**src/rtl/if_id_hazard_reg.sv**
```systemverilog
// IF/ID pipeline register with front-end hazard control: load-use and HI/LO-vs-MDU
// stalls, ID/EX bubble requests and flush of the fetched instruction on a taken branch.
module if_id_hazard_reg #(
    parameter int unsigned MDU_LAT  = 4,
    parameter logic [31:0] NOP_WORD = 32'h0000_0000
) (
    input  logic        clk,
    input  logic        rst_n,
    input  logic [31:0] pc_p1_in,
    input  logic [31:0] ins_in,
    input  logic        pcsrc,
    input  logic        ex_memread,
    input  logic [4:0]  ex_rt,
    input  logic        mdu_start,
    output logic [31:0] pc_p1_id,
    output logic [31:0] ins_id,
    output logic        valid_id,
    output logic [4:0]  rs_id,
    output logic [4:0]  rt_id,
    output logic        stall_if,
    output logic        bubble_ex,
    output logic        mdu_busy
);

    localparam int unsigned CNT_W = 4;
    localparam logic [CNT_W-1:0] MDU_RELOAD = CNT_W'(MDU_LAT - 1);

    logic [CNT_W-1:0] mdu_cnt;
    logic             lu;
    logic             md;
    logic             hilo;

    assign rs_id    = ins_id[25:21];
    assign rt_id    = ins_id[20:16];
    assign mdu_busy = (mdu_cnt != '0);

    // Decoded instruction reads or writes HI/LO and must wait for the MDU
    always_comb begin
        hilo = 1'b0;
        if (ins_id[31:26] == 6'd0) begin
            case (ins_id[5:0])
                6'h10, 6'h12, 6'h18, 6'h19, 6'h1a, 6'h1b: hilo = 1'b1;
                default:                                  hilo = 1'b0;
            endcase
        end
    end

    assign lu = ex_memread & valid_id & (ex_rt != 5'd0) &
                ((ex_rt == rs_id) | (ex_rt == rt_id));
    assign md = mdu_busy & valid_id & hilo;

    // A taken branch discards the decode slot, so it never needs to be held
    assign stall_if  = (lu | md) & ~pcsrc;
    assign bubble_ex = lu | md | pcsrc;

    // MDU occupancy countdown; an EX-side resource untouched by flush or stall
    always_ff @(posedge clk or negedge rst_n) begin
        if (!rst_n) begin
            mdu_cnt <= '0;
        end else if (mdu_start) begin
            mdu_cnt <= MDU_RELOAD;
        end else if (mdu_cnt != '0) begin
            mdu_cnt <= mdu_cnt - CNT_W'(1);
        end
    end

    // IF/ID register: flush beats stall beats normal capture
    always_ff @(posedge clk or negedge rst_n) begin
        if (!rst_n) begin
            pc_p1_id <= '0;
            ins_id   <= NOP_WORD;
            valid_id <= 1'b0;
        end else if (pcsrc) begin
            pc_p1_id <= pc_p1_in;
            ins_id   <= NOP_WORD;
            valid_id <= 1'b0;
        end else if (!stall_if) begin
            pc_p1_id <= pc_p1_in;
            ins_id   <= ins_in;
            valid_id <= 1'b1;
        end
    end

endmodule
```
**config.mk**
```make
export PLATFORM = sky130hd
export DESIGN_NAME = if_id_hazard_reg
export DESIGN_NICKNAME = d
export VERILOG_FILES = /design/src/rtl/if_id_hazard_reg.sv
export SDC_FILE = /design/constraint.sdc
export NUM_CORES = 1
export LEC_CHECK = 0
export ABC_AREA = 1
export BUFFER_PORTS_ARGS = -buffer_cell sky130_fd_sc_hd__buf_2
export CORE_MARGIN = 10
export CORE_UTILIZATION = 42
export DETAILED_ROUTE_END_ITERATION = 10
export PLACE_DENSITY = 0.87
export SETUP_SLACK_MARGIN = 0.3
export SLEW_MARGIN = 20
export SYNTH_ARGS = -nofsm -noshare
export SYNTH_HDL_FRONTEND = slang
export SYNTH_SLANG_ARGS = --single-unit
export TNS_END_PERCENT = 20
```
**constraint.sdc**
```tcl
create_clock -name clk -period 1.48 [get_ports clk]
set_input_delay 0 -clock clk [delete_from_list [all_inputs] [get_ports clk]]
set_output_delay 0 -clock clk [all_outputs]
set_load 0.01 [all_outputs]
```
Yosys cells after proc, flatten, opt, wreduce, memory -nomap -nowiden
Cells that the tools add are included.
W data, S select, Z words.
- equal/unequal tests: 9
- bitwise operators: 10
- shift operators: 0
- add/subtract/negate cells: 1
- muxes and demuxes: 10
- reduce and logical (&&, ||, !) cells: 5
- multipliers: 0
- div/mod/pow operators: 0
- magnitude comparators: 0
- operator list (operator ; number):
    $mux W32 ; 4
    $eq A6 B5 Y1 const B ; 6
    $eq A5 B5 Y1 ; 2
    $mux W4 ; 2
    $and A1 B1 Y1 ; 6
    $logic_not A6 Y1 ; 1
    $reduce_or A6 Y1 ; 1
    $reduce_bool A5 Y1 ; 1
    $mux W1 ; 4
    $reduce_bool A4 Y1 ; 1
    $sub A4 B1 Y4 const B ; 1
    $or A1 B1 Y1 ; 3
    $ne A2 B2 Y1 const B ; 1
    $reduce_bool A2 Y1 ; 1
    $not A1 Y1 ; 1
- latch bits: 0
- bits in read-only memories: 0
- memories: 0
- memory bits (writable): 0
- word-level logic and storage cells: 39
- register bits: 69
- output and inout port bits: 78

Longest topological paths before layout
Gate-level depths: netlist (run 1).
- depth in word-level cells: 9
- depth in mapped cells: 12
- mapped depth without buffers: 11

Worst setup path before layout (run 1)
Ideal clock, no wire load.
- path kind: register to register
- from: register mdu_cnt[0]
- to: register pc_p1_id[25]
- slack: -0.078 ns
- arrival: 1.441 ns
- stages on the path, launching flop included: 10
- clock period less this slack: 1.558 ns
- cells stage by stage: dfrtp_1 inv_1 ha_1 nand2_1 nand4_2 nand2_4 nand2_2 buf_2 nand2_1 nand2_1
- cells in the longest elaborated chain, start to end: 6
- RTL lines (element ; line ; source):
    start: declaration ; 28 ; logic [CNT_W-1:0] mdu_cnt;
    start signal: assignment ; 63 ; mdu_cnt <= mdu_cnt - CNT_W'(1);
    $reduce_bool A4 Y1 ; 35 ; assign mdu_busy = (mdu_cnt != '0);
    via mdu_busy ; 22 ; output logic mdu_busy
    $and A1 B1 Y1 (2 in a row) ; 50 ; assign md = mdu_busy & valid_id & hilo;
    $or A1 B1 Y1 ; 53 ; assign stall_if = (lu | md) & ~pcsrc;
    $and A1 B1 Y1 ; 53 ;
    $ne A2 B2 Y1 (no source line) ; n/a ;
    end signal: assignment ; 74 ; pc_p1_id <= pc_p1_in;
    end signal: assignment ; 78 ; pc_p1_id <= pc_p1_in;
    end: declaration ; 15 ; output logic [31:0] pc_p1_id,
The timed path passes the listed nets, and every way through them passes these cells.
A chain may end at the register's enable or synchronous reset.

Worst setup path after layout (run 1)
- from: register ins_id[18]
- to: output port bubble_ex
- cells in the longest elaborated chain, start to end: 5
- RTL lines (element ; line ; source):
    start: declaration ; 16 ; output logic [31:0] ins_id,
    start signal: assignment ; 79 ; ins_id <= ins_in;
    $eq A5 B5 Y1 ; 49 ; ((ex_rt == rs_id) | (ex_rt == rt_id));
    $or A1 B1 Y1 ; 49 ;
    $and A1 B1 Y1 ; 48 ; assign lu = ex_memread & valid_id & (ex_rt != 5'd0) &
    $or A1 B1 Y1 (2 in a row) ; 54 ; assign bubble_ex = lu | md | pcsrc;
    end: declaration ; 21 ; output logic bubble_ex,
Every way passes these cells.

==> run summary, run 1 <==
FINISH
--------------------------------------------------------------------------------
Final non-filler cell area ........................................ 0.00538 mm^2
Area growth from synthesis to layout ..............................        66.7%
Fraction of final layout cells with drive strength greater than 1 .        39.1%
Fin util ..........................................................        72.9%
Net count of the finished layout ..................................          681

DETAILED ROUTING
--------------------------------------------------------------------------------
Final ANT Viol Nets ...............................................            0
Routed vias .......................................................         3688
DR iter-0 viols ...................................................          230
Post-route DRC ....................................................            0
Wire length on met2 ...............................................      6720 um
Metal3 WL .........................................................      1260 um
Detail-routed net length per standard cell ........................      18.4 um
Sum of routed wire length over all layers .........................     13100 um
Average via count per standard cell ...............................         5.17
Uppermost layer routed ............................................         met4
Met1 Routed Length ................................................      4880 um
DRT Pass-1 Iters ..................................................            5

SYNTHESIS
--------------------------------------------------------------------------------
Unique masters post-synth .........................................           24
Share of synthesized flip-flops with an asynchronous set or reset .         100%
Syn_nets ..........................................................          452
Number of enable-type register cells in the synthesized netlist ...            0
Cell area after technology mapping ................................ 0.00322 mm^2
Ys flop type ...................................................... sky130_fd_sc_hd__dfrtp_1
Cells after Synth .................................................          377
Number of warning messages in the yosys log .......................            0
Number of synthesized register bits ...............................           69
Average cell area after synthesis .................................    8.55 um^2
Sequential element share of the synthesized area ..................        53.6%

CTS
--------------------------------------------------------------------------------
Worst-skew pair later-pin latency .................................       350 ps
TritonCTS Buffers .................................................            9
TritonCTS clock tree ..............................................          yes
CTS HTree Levels ..................................................            3
Clock tree sinks ..................................................           69
CTS Root Cell ..................................................... sky130_fd_sc_hd__clkbuf_8
Maximum root-to-sink buffer count .................................            2
Clock slew at reported path FFs ...................................        70 ps

SETUP PATH
--------------------------------------------------------------------------------
Critical Path, Cell by Cell ....................................... inv_1, nand2_1, nand2_1, nor2_1, nand3_1, nand2_1, nand2_2, nand2_4, nand2_4, buf_12, nand2_4, buf_6
Classification of the worst setup path ............................   reg -> out
Req. time, crit path ..............................................      1480 ps
Setup crit start ..................................................   ins_id[18]
Delay of the slowest cell on the worst path .......................       400 ps
Worst Setup Start Kind ............................................     register
Data arrival time of the critical path ............................      1690 ps
Crit path capture type ............................................ primary output
Reg2Reg Launch Point ..............................................   ins_id[18]
Largest fanout of any net on the critical path ....................            4
Slowest-stage cell, CP ............................................ sky130_fd_sc_hd__dfrtp_1

PLACEMENT
--------------------------------------------------------------------------------
Estimated wirelength of the detail-placed design ..................      7300 um
Post-placement worst setup slack ..................................     -58.8 ps
Dpl cell area ..................................................... 0.00411 mm^2
Port-buffer cells .................................................          151
Routability cong. .................................................        0.808

STA
--------------------------------------------------------------------------------
WHS ...............................................................       138 ps
Unrepaired setup endpoints after global routing ...................          yes
Fmax ..............................................................    0.592 GHz
Clock period minus worst slack ....................................      1690 ps
Pin slew with the least headroom to its limit .....................       454 ps
Worst Slack Setup Final ...........................................      -210 ps
Number of hold-slack violations in the final timing report ........            0
Relative slew slack ...............................................        69.7%
Number of failing setup endpoints in the final timing report ......           66
Max-slew violations ...............................................            0
Final setup skew ..................................................      12.9 ps
Final critical-path share of the clock period .....................         114%

GRT
--------------------------------------------------------------------------------
Global-route usage over all layers ................................        20.7%
Largest net degree at the start of global routing .................           70
Initial antenna violation count ...................................            2
Overall overflow remaining after global route .....................            0
Wire length of the first global-routing pass ......................     19200 um
Via count of the first global-routing pass ........................         3814

DIE
--------------------------------------------------------------------------------
DIE WIDTH .........................................................       108 um
Area of the core .................................................. 0.00737 mm^2
Starting Density ..................................................        43.8%
Die Y-Extent ......................................................       108 um
Area of the die ...................................................  0.0116 mm^2
Number of rows in the core area ...................................           31
I/O pin count .....................................................          152

MIN PATH
--------------------------------------------------------------------------------
Origin of the worst min-delay path ................................        pcsrc
Hold/Removal Path Class ...........................................    in -> reg

PWR
--------------------------------------------------------------------------------
Lkg Pwr ...........................................................      2.91 nW
Worst supply voltage drop on vdd ..................................       559 uV
Power density over the cells ......................................  878 mW/mm^2
Power after layout ................................................      4.72 mW

STATUS
--------------------------------------------------------------------------------
Result of the run ................................................. complete, but fails checks
Failing checks .................................................... setup timing

FLOW RUN
--------------------------------------------------------------------------------
Number of max-cap violations ......................................            0

per-stage QoR:
stage / TNS [ps] / cells
3_3_place_gp: 0 / 611
6_report: -6890 / 713
5_1_grt: -15480 / 712
2_1_floorplan: 0 / 377
3_5_place_dp: -1610 / 611
4_1_cts: -6640 / 704
where the power goes:
group	internal (mW)	switching, mW
clock network	0.874	0.735
registers	2.01	0.0935
logic	0.500	0.510
cell usage in the layout, fill, tap and decap left out:
cell / count
sky130_fd_sc_hd__buf_2: 146
sky130_fd_sc_hd__bufinv_16: 1
sky130_fd_sc_hd__buf_4: 20
sky130_fd_sc_hd__nor2_2: 4
sky130_fd_sc_hd__nor3_2: 2
sky130_fd_sc_hd__nand4_1: 33
sky130_fd_sc_hd__a211o_1: 1
sky130_fd_sc_hd__diode_2: 3
sky130_fd_sc_hd__nand2_2: 8
sky130_fd_sc_hd__a21oi_2: 1
sky130_fd_sc_hd__buf_16: 1
sky130_fd_sc_hd__nor3b_4: 1
sky130_fd_sc_hd__nor2_1: 10
sky130_fd_sc_hd__o21ai_1: 1
sky130_fd_sc_hd__nand2_1: 108
sky130_fd_sc_hd__nand4_4: 1
sky130_fd_sc_hd__clkbuf_16: 4
sky130_fd_sc_hd__nor3_1: 1
sky130_fd_sc_hd__xnor2_1: 4
sky130_fd_sc_hd__clkinv_4: 1
sky130_fd_sc_hd__inv_6: 1
sky130_fd_sc_hd__buf_12: 7
sky130_fd_sc_hd__buf_8: 1
sky130_fd_sc_hd__nand2_4: 8
sky130_fd_sc_hd__dlygate4sd3_1: 66
sky130_fd_sc_hd__nand3_1: 67
sky130_fd_sc_hd__inv_2: 8
sky130_fd_sc_hd__clkbuf_8: 11
sky130_fd_sc_hd__dfrtp_1: 69
sky130_fd_sc_hd__inv_4: 1
sky130_fd_sc_hd__ha_4: 1
sky130_fd_sc_hd__inv_1: 11
sky130_fd_sc_hd__buf_6: 9
sky130_fd_sc_hd__nand3b_1: 1
sky130_fd_sc_hd__clkinv_2: 2
logic make-up (layout without fill, tap and decap cells):
family,Yosys count,count (layout),share of synthesized area [%]
compound gates,3,3,0.582
xor+xnor,4,4,1.09
fa+ha+maj,1,1,0.388
buf+inv,56,290,9.82
flops,69,69,53.6
other cells,0,3,0
simple gates,244,244,34.6
cell usage after synthesis, drive strengths merged, types with 3 or more instances:
| master | number | area (um^2) |
|---|---|---|
| nand2 | 124 | 478 |
| nand3 | 67 | 335 |
| dfrtp | 69 | 1730 |
| nor3 | 3 | 15.0 |
| buf | 24 | 196 |
| nand4 | 34 | 219 |
| clkbuf | 12 | 45.0 |
| xnor2 | 4 | 35.0 |
| inv | 20 | 75.1 |
| nor2 | 14 | 52.6 |
final timing paths:
kind | slack, ps | end | cells after the start
min in group asynchronous | 200 | ins_id[11] | 3
min reg2reg | 510 | ins_id[15] | 2
max | -210 | bubble_ex | 12
min | 140 | ins_id[30] | 4
max reg2reg | -200 | pc_p1_id[0] | 13
max in group asynchronous | 970 | pc_p1_id[7] | 3
sequential cells by signal, indices dropped and copies added, names as in the netlist:
signal,cells
ins_id,32
mdu_cnt,4
pc_p1_id,32
valid_id,1
area by class of cell:
cell class,instances,area [um^2]
Antenna cell,3,7.51
Clock buffer,11,151
Clock inverter,5,57.6
Fill cell,534,1990
Inverter,20,77.6
Multi-Input combinational cell,252,1310
Sequential cell,69,1730
Tap cell,99,124
Timing Repair Buffer,254,1930
per-layer routing:
layer,global-route usage [%],vias up
met3,6.89,35
li1,-,1696
met5,0,-
met1,22.1,1734
met2,35.9,223
met4,10.5,0
worst max-delay path: cells and delay by family, from the launching register on:
family,cells,cell delay [ps]
DFF,1,400
buffers and inverters,3,310
and+or+nand+nor,9,640
timing repair:
action / in CTS / in global routing
gates cloned: 1 / 4
gates resized for setup: 17 / 32
pin swaps: 10 / 13
hold endpoints to repair: 137 / 0
hold buffers: 66 / 0
setup endpoints to repair: 71 / 73
buffers inserted: 10 / 2
Note: power is estimated with default switching activity, not from simulation.
==> inputs of run 2 (changes only) <==
CORE_UTILIZATION = 46   (was 42)
PLACE_DENSITY = 0.9   (was 0.87)
clock period = 1.8 ns   (was 1.48 ns; I/O delays follow)
==> run 2 against run 1 <==
Against the previous run: the flow now finishes without violations; final cell count down 0.84%; non-clock buffer count is 1 lower; worst hold slack improved by 74 ps; setup slack improved by 230 ps; global-route usage up 1.1 points; cell area is 1.4% higher; sequential power shrank 17%; via count grew 3.1%; largest cell class unchanged; highest routed layer unchanged.
==> run summary, run 2 (synthesized netlist as in run 1, its figures left out) <==
STATUS
--------------------------------------------------------------------------------
Result of the run ................................................. finished, final reports clean

GRT
--------------------------------------------------------------------------------
Global-route usage over all layers ................................        21.8%   +1.1 points
Initial antenna violation count ...................................            1   -1
Via count of the first global-routing pass ........................         3891   +2.0%
Largest net degree at the start of global routing .................           67   -4.3%
Overall overflow remaining after global route .....................            0   unchanged
Wire length of the first global-routing pass ......................     19500 um   +1.5%

STA
--------------------------------------------------------------------------------
Relative slew slack ...............................................        53.8%   -16 points
Final setup skew ..................................................      12.4 ps   -0.457 ps
Number of failing setup endpoints in the final timing report ......            0   -100%
Pin slew with the least headroom to its limit .....................       693 ps   +239 ps
WHS ...............................................................       212 ps   +73.7 ps
Number of hold-slack violations in the final timing report ........            0   unchanged
Max-slew violations ...............................................            0   unchanged
Unrepaired setup endpoints after global routing ...................          yes
Total Negative Setup Slacks .......................................         0 ps   +6890 ps
Final critical-path share of the clock period .....................        99.0%
Clock period minus worst slack ....................................      1780 ps
Fmax ..............................................................    0.561 GHz

DETAILED ROUTING
--------------------------------------------------------------------------------
Metal3 WL .........................................................      1370 um   +8.5%
Detail-routed net length per standard cell ........................      19.2 um   +4.3%
DR iter-0 viols ...................................................          193   -16%
Sum of routed wire length over all layers .........................     13600 um   +3.4%
Uppermost layer routed ............................................         met4
Met1 Routed Length ................................................      5010 um   +2.7%
Post-route DRC ....................................................            0   unchanged
Average via count per standard cell ...............................         5.38   +4.0%
Wire length on met2 ...............................................      6690 um   -0.45%
Routed vias .......................................................         3803   +3.1%
DRT Pass-1 Iters ..................................................            5   unchanged
Final ANT Viol Nets ...............................................            0   unchanged

FINISH
--------------------------------------------------------------------------------
Net count of the finished layout ..................................          680   -0.15%
Layout Cells excl Fill ............................................          707   -0.84%
Area growth from synthesis to layout ..............................        69.0%
Final non-filler cell area ........................................ 0.00545 mm^2   +1.4%
Fillcell total ....................................................          385   -28%
Largest registers ................................................. ins_id (32), pc_p1_id (32), mdu_cnt (4)
Fraction of final layout cells with drive strength greater than 1 .        38.7%   -0.43 points
Most frequent cells in the layout ................................. 149 x sky130_fd_sc_hd__buf_2, 107 x sky130_fd_sc_hd__nand2_1, 69 x sky130_fd_sc_hd__dfrtp_1, 66 x sky130_fd_sc_hd__dlygate4sd3_1, 61 x sky130_fd_sc_hd__nand3_1
Most common library cell in the layout ignoring fill and taps ..... sky130_fd_sc_hd__buf_2

SETUP PATH
--------------------------------------------------------------------------------
Classification of the worst setup path ............................   reg -> out
CP Capture Point ..................................................    bubble_ex
Worst Setup Start Kind ............................................     register
Data arrival time of the critical path ............................      1780 ps   +90 ps
Worst reg2reg setup slack .........................................        20 ps   +220 ps
Worst Path Buf+Inv ................................................            3   unchanged
Worst-case reg-to-reg path depth ..................................           14   +1
Req. time, crit path ..............................................      1800 ps   +320 ps
Delay of the slowest cell on the worst path .......................       440 ps   +40 ps
Slowest-stage cell, CP ............................................ sky130_fd_sc_hd__dfrtp_1
Worst path depth ..................................................           12   unchanged
Critical Path, Cell by Cell ....................................... inv_1, nand2_1, nand2_1, nor2_1, nand3_1, nand2_2, nand2_4, nand2_4, nand2_4, buf_12, nand2_4, buf_6
CP dominant cell by count ......................................... sky130_fd_sc_hd__nand2_4
Setup crit start ..................................................   ins_id[17]
Largest fanout of any net on the critical path ....................            5   +1
Worst flop-to-flop path endpoint .................................. pc_p1_id[19]
Crit path max-delay family ........................................ simple AND/OR/NAND/NOR gates
Reg2Reg Launch Point ..............................................   ins_id[17]
Crit path capture type ............................................ primary output

CTS
--------------------------------------------------------------------------------
Worst-skew pair later-pin latency .................................       350 ps   about the same
Clock tree sinks ..................................................           69   unchanged
Clock slew at reported path FFs ...................................        80 ps   about the same
Maximum root-to-sink buffer count .................................            2   unchanged
TritonCTS clock tree ..............................................          yes
CTS HTree Levels ..................................................            3   unchanged
CTS Root Cell ..................................................... sky130_fd_sc_hd__clkbuf_8
TritonCTS Buffers .................................................            9   unchanged

PLACEMENT
--------------------------------------------------------------------------------
Routability cong. .................................................        0.840   +3.9%
Number of cells after detailed placement ..........................          597   -2.3%
Port-buffer cells .................................................          151   unchanged
Estimated wirelength of the detail-placed design ..................      7070 um   -3.2%
Dpl cell area ..................................................... 0.00395 mm^2   -3.8%

DIE
--------------------------------------------------------------------------------
DIE WIDTH .........................................................       104 um   -3.6%
Area of the core .................................................. 0.00679 mm^2   -7.8%
Area of the die ...................................................  0.0108 mm^2   -7.1%
Die Y-Extent ......................................................       104 um   -3.6%
Number of rows in the core area ...................................           30   -3.2%
I/O pin count .....................................................          152   unchanged
Starting Density ..................................................        47.5%   +3.7 points

MIN PATH
--------------------------------------------------------------------------------
Hold/Removal Path Class ...........................................  in -> async

PWR
--------------------------------------------------------------------------------
Power density over the cells ......................................  750 mW/mm^2   -15%
Worst supply voltage drop on vdd ..................................       597 uV   +6.8%
Lkg Pwr ...........................................................      2.94 nW   +1.2%

FLOW RUN
--------------------------------------------------------------------------------
Number of max-cap violations ......................................            0   unchanged

[run 2: changes by cell type in the layout (fill, tap and decap cells not counted), moves of 4 or more]
cell / change
sky130_fd_sc_hd__buf_6: -5
sky130_fd_sc_hd__nand3_1: -6
sky130_fd_sc_hd__buf_4: -7
sky130_fd_sc_hd__nand3_2: +6
sky130_fd_sc_hd__nand2_2: +4
[run 2: how the worst min path moves through the flow]
stage                         to  slack (ps)  startpoint  depth (start not counted)
detailed placement  pc_p1_id[14]          50       rst_n                          1
global placement    pc_p1_id[14]          50       rst_n                          1
global route        pc_p1_id[14]         240       rst_n                          2
CTS                 pc_p1_id[14]         210       rst_n                          2
floorplan              ins_id[0]        -300       rst_n                          0
finish               pc_p1_id[7]         210       rst_n                          2
[run 2: metal layers]
layer / GRT usage (%) / up-vias
li1: - / 1695
met1: 24.0 / 1791
met2: 37.2 / 260
met3: 7.99 / 57
met4: 8.75 / 0
met5: 0 / -
[run 2: layout make-up]
| type | count | area, um^2 | area share, % |
|---|---|---|---|
| clock buffer | 10 | 138 | 2.53 |
| antenna | 1 | 2.50 | 0.0459 |
| tap | 96 | 120 | 2.20 |
| inverter | 20 | 75.1 | 1.38 |
| sequential | 69 | 1730 | 31.7 |
| timing repair buffer | 253 | 1990 | 36.6 |
| clock inverter | 6 | 109 | 2.00 |
| multi-input combinational | 252 | 1280 | 23.6 |
[run 2: report_power, final]
part	switching (mW)	total, mW	internal [mW]	leakage [nW]
Clock	0.607	1.57	0.958	0.127
Combinational	0.400	0.783	0.383	1.97
Sequential	0.0841	1.74	1.65	0.846
Total	1.09	4.09	2.99	2.94
[run 2: stage by stage]
stage	setup WS [ps]	utilization, %	power, mW
floorplan	315	-	2.04
global placement	191	58.1	2.29
detailed placement	149	58.1	2.31
CTS	134	75.4	4.01
global route	-79.5	80.2	4.24
finish	18.4	80.2	4.09
[run 2: repair_timing]
| item | in CTS | in global routing |
|---|---|---|
| gates resized for setup | 30 | 26 |
| gates cloned | 2 | 9 |
| setup endpoints to repair | 66 | 66 |
| pin swaps | 8 | 48 |
| buffers inserted | 11 | 5 |
| hold endpoints to repair | 94 | 0 |
| hold buffers | 66 | 0 |
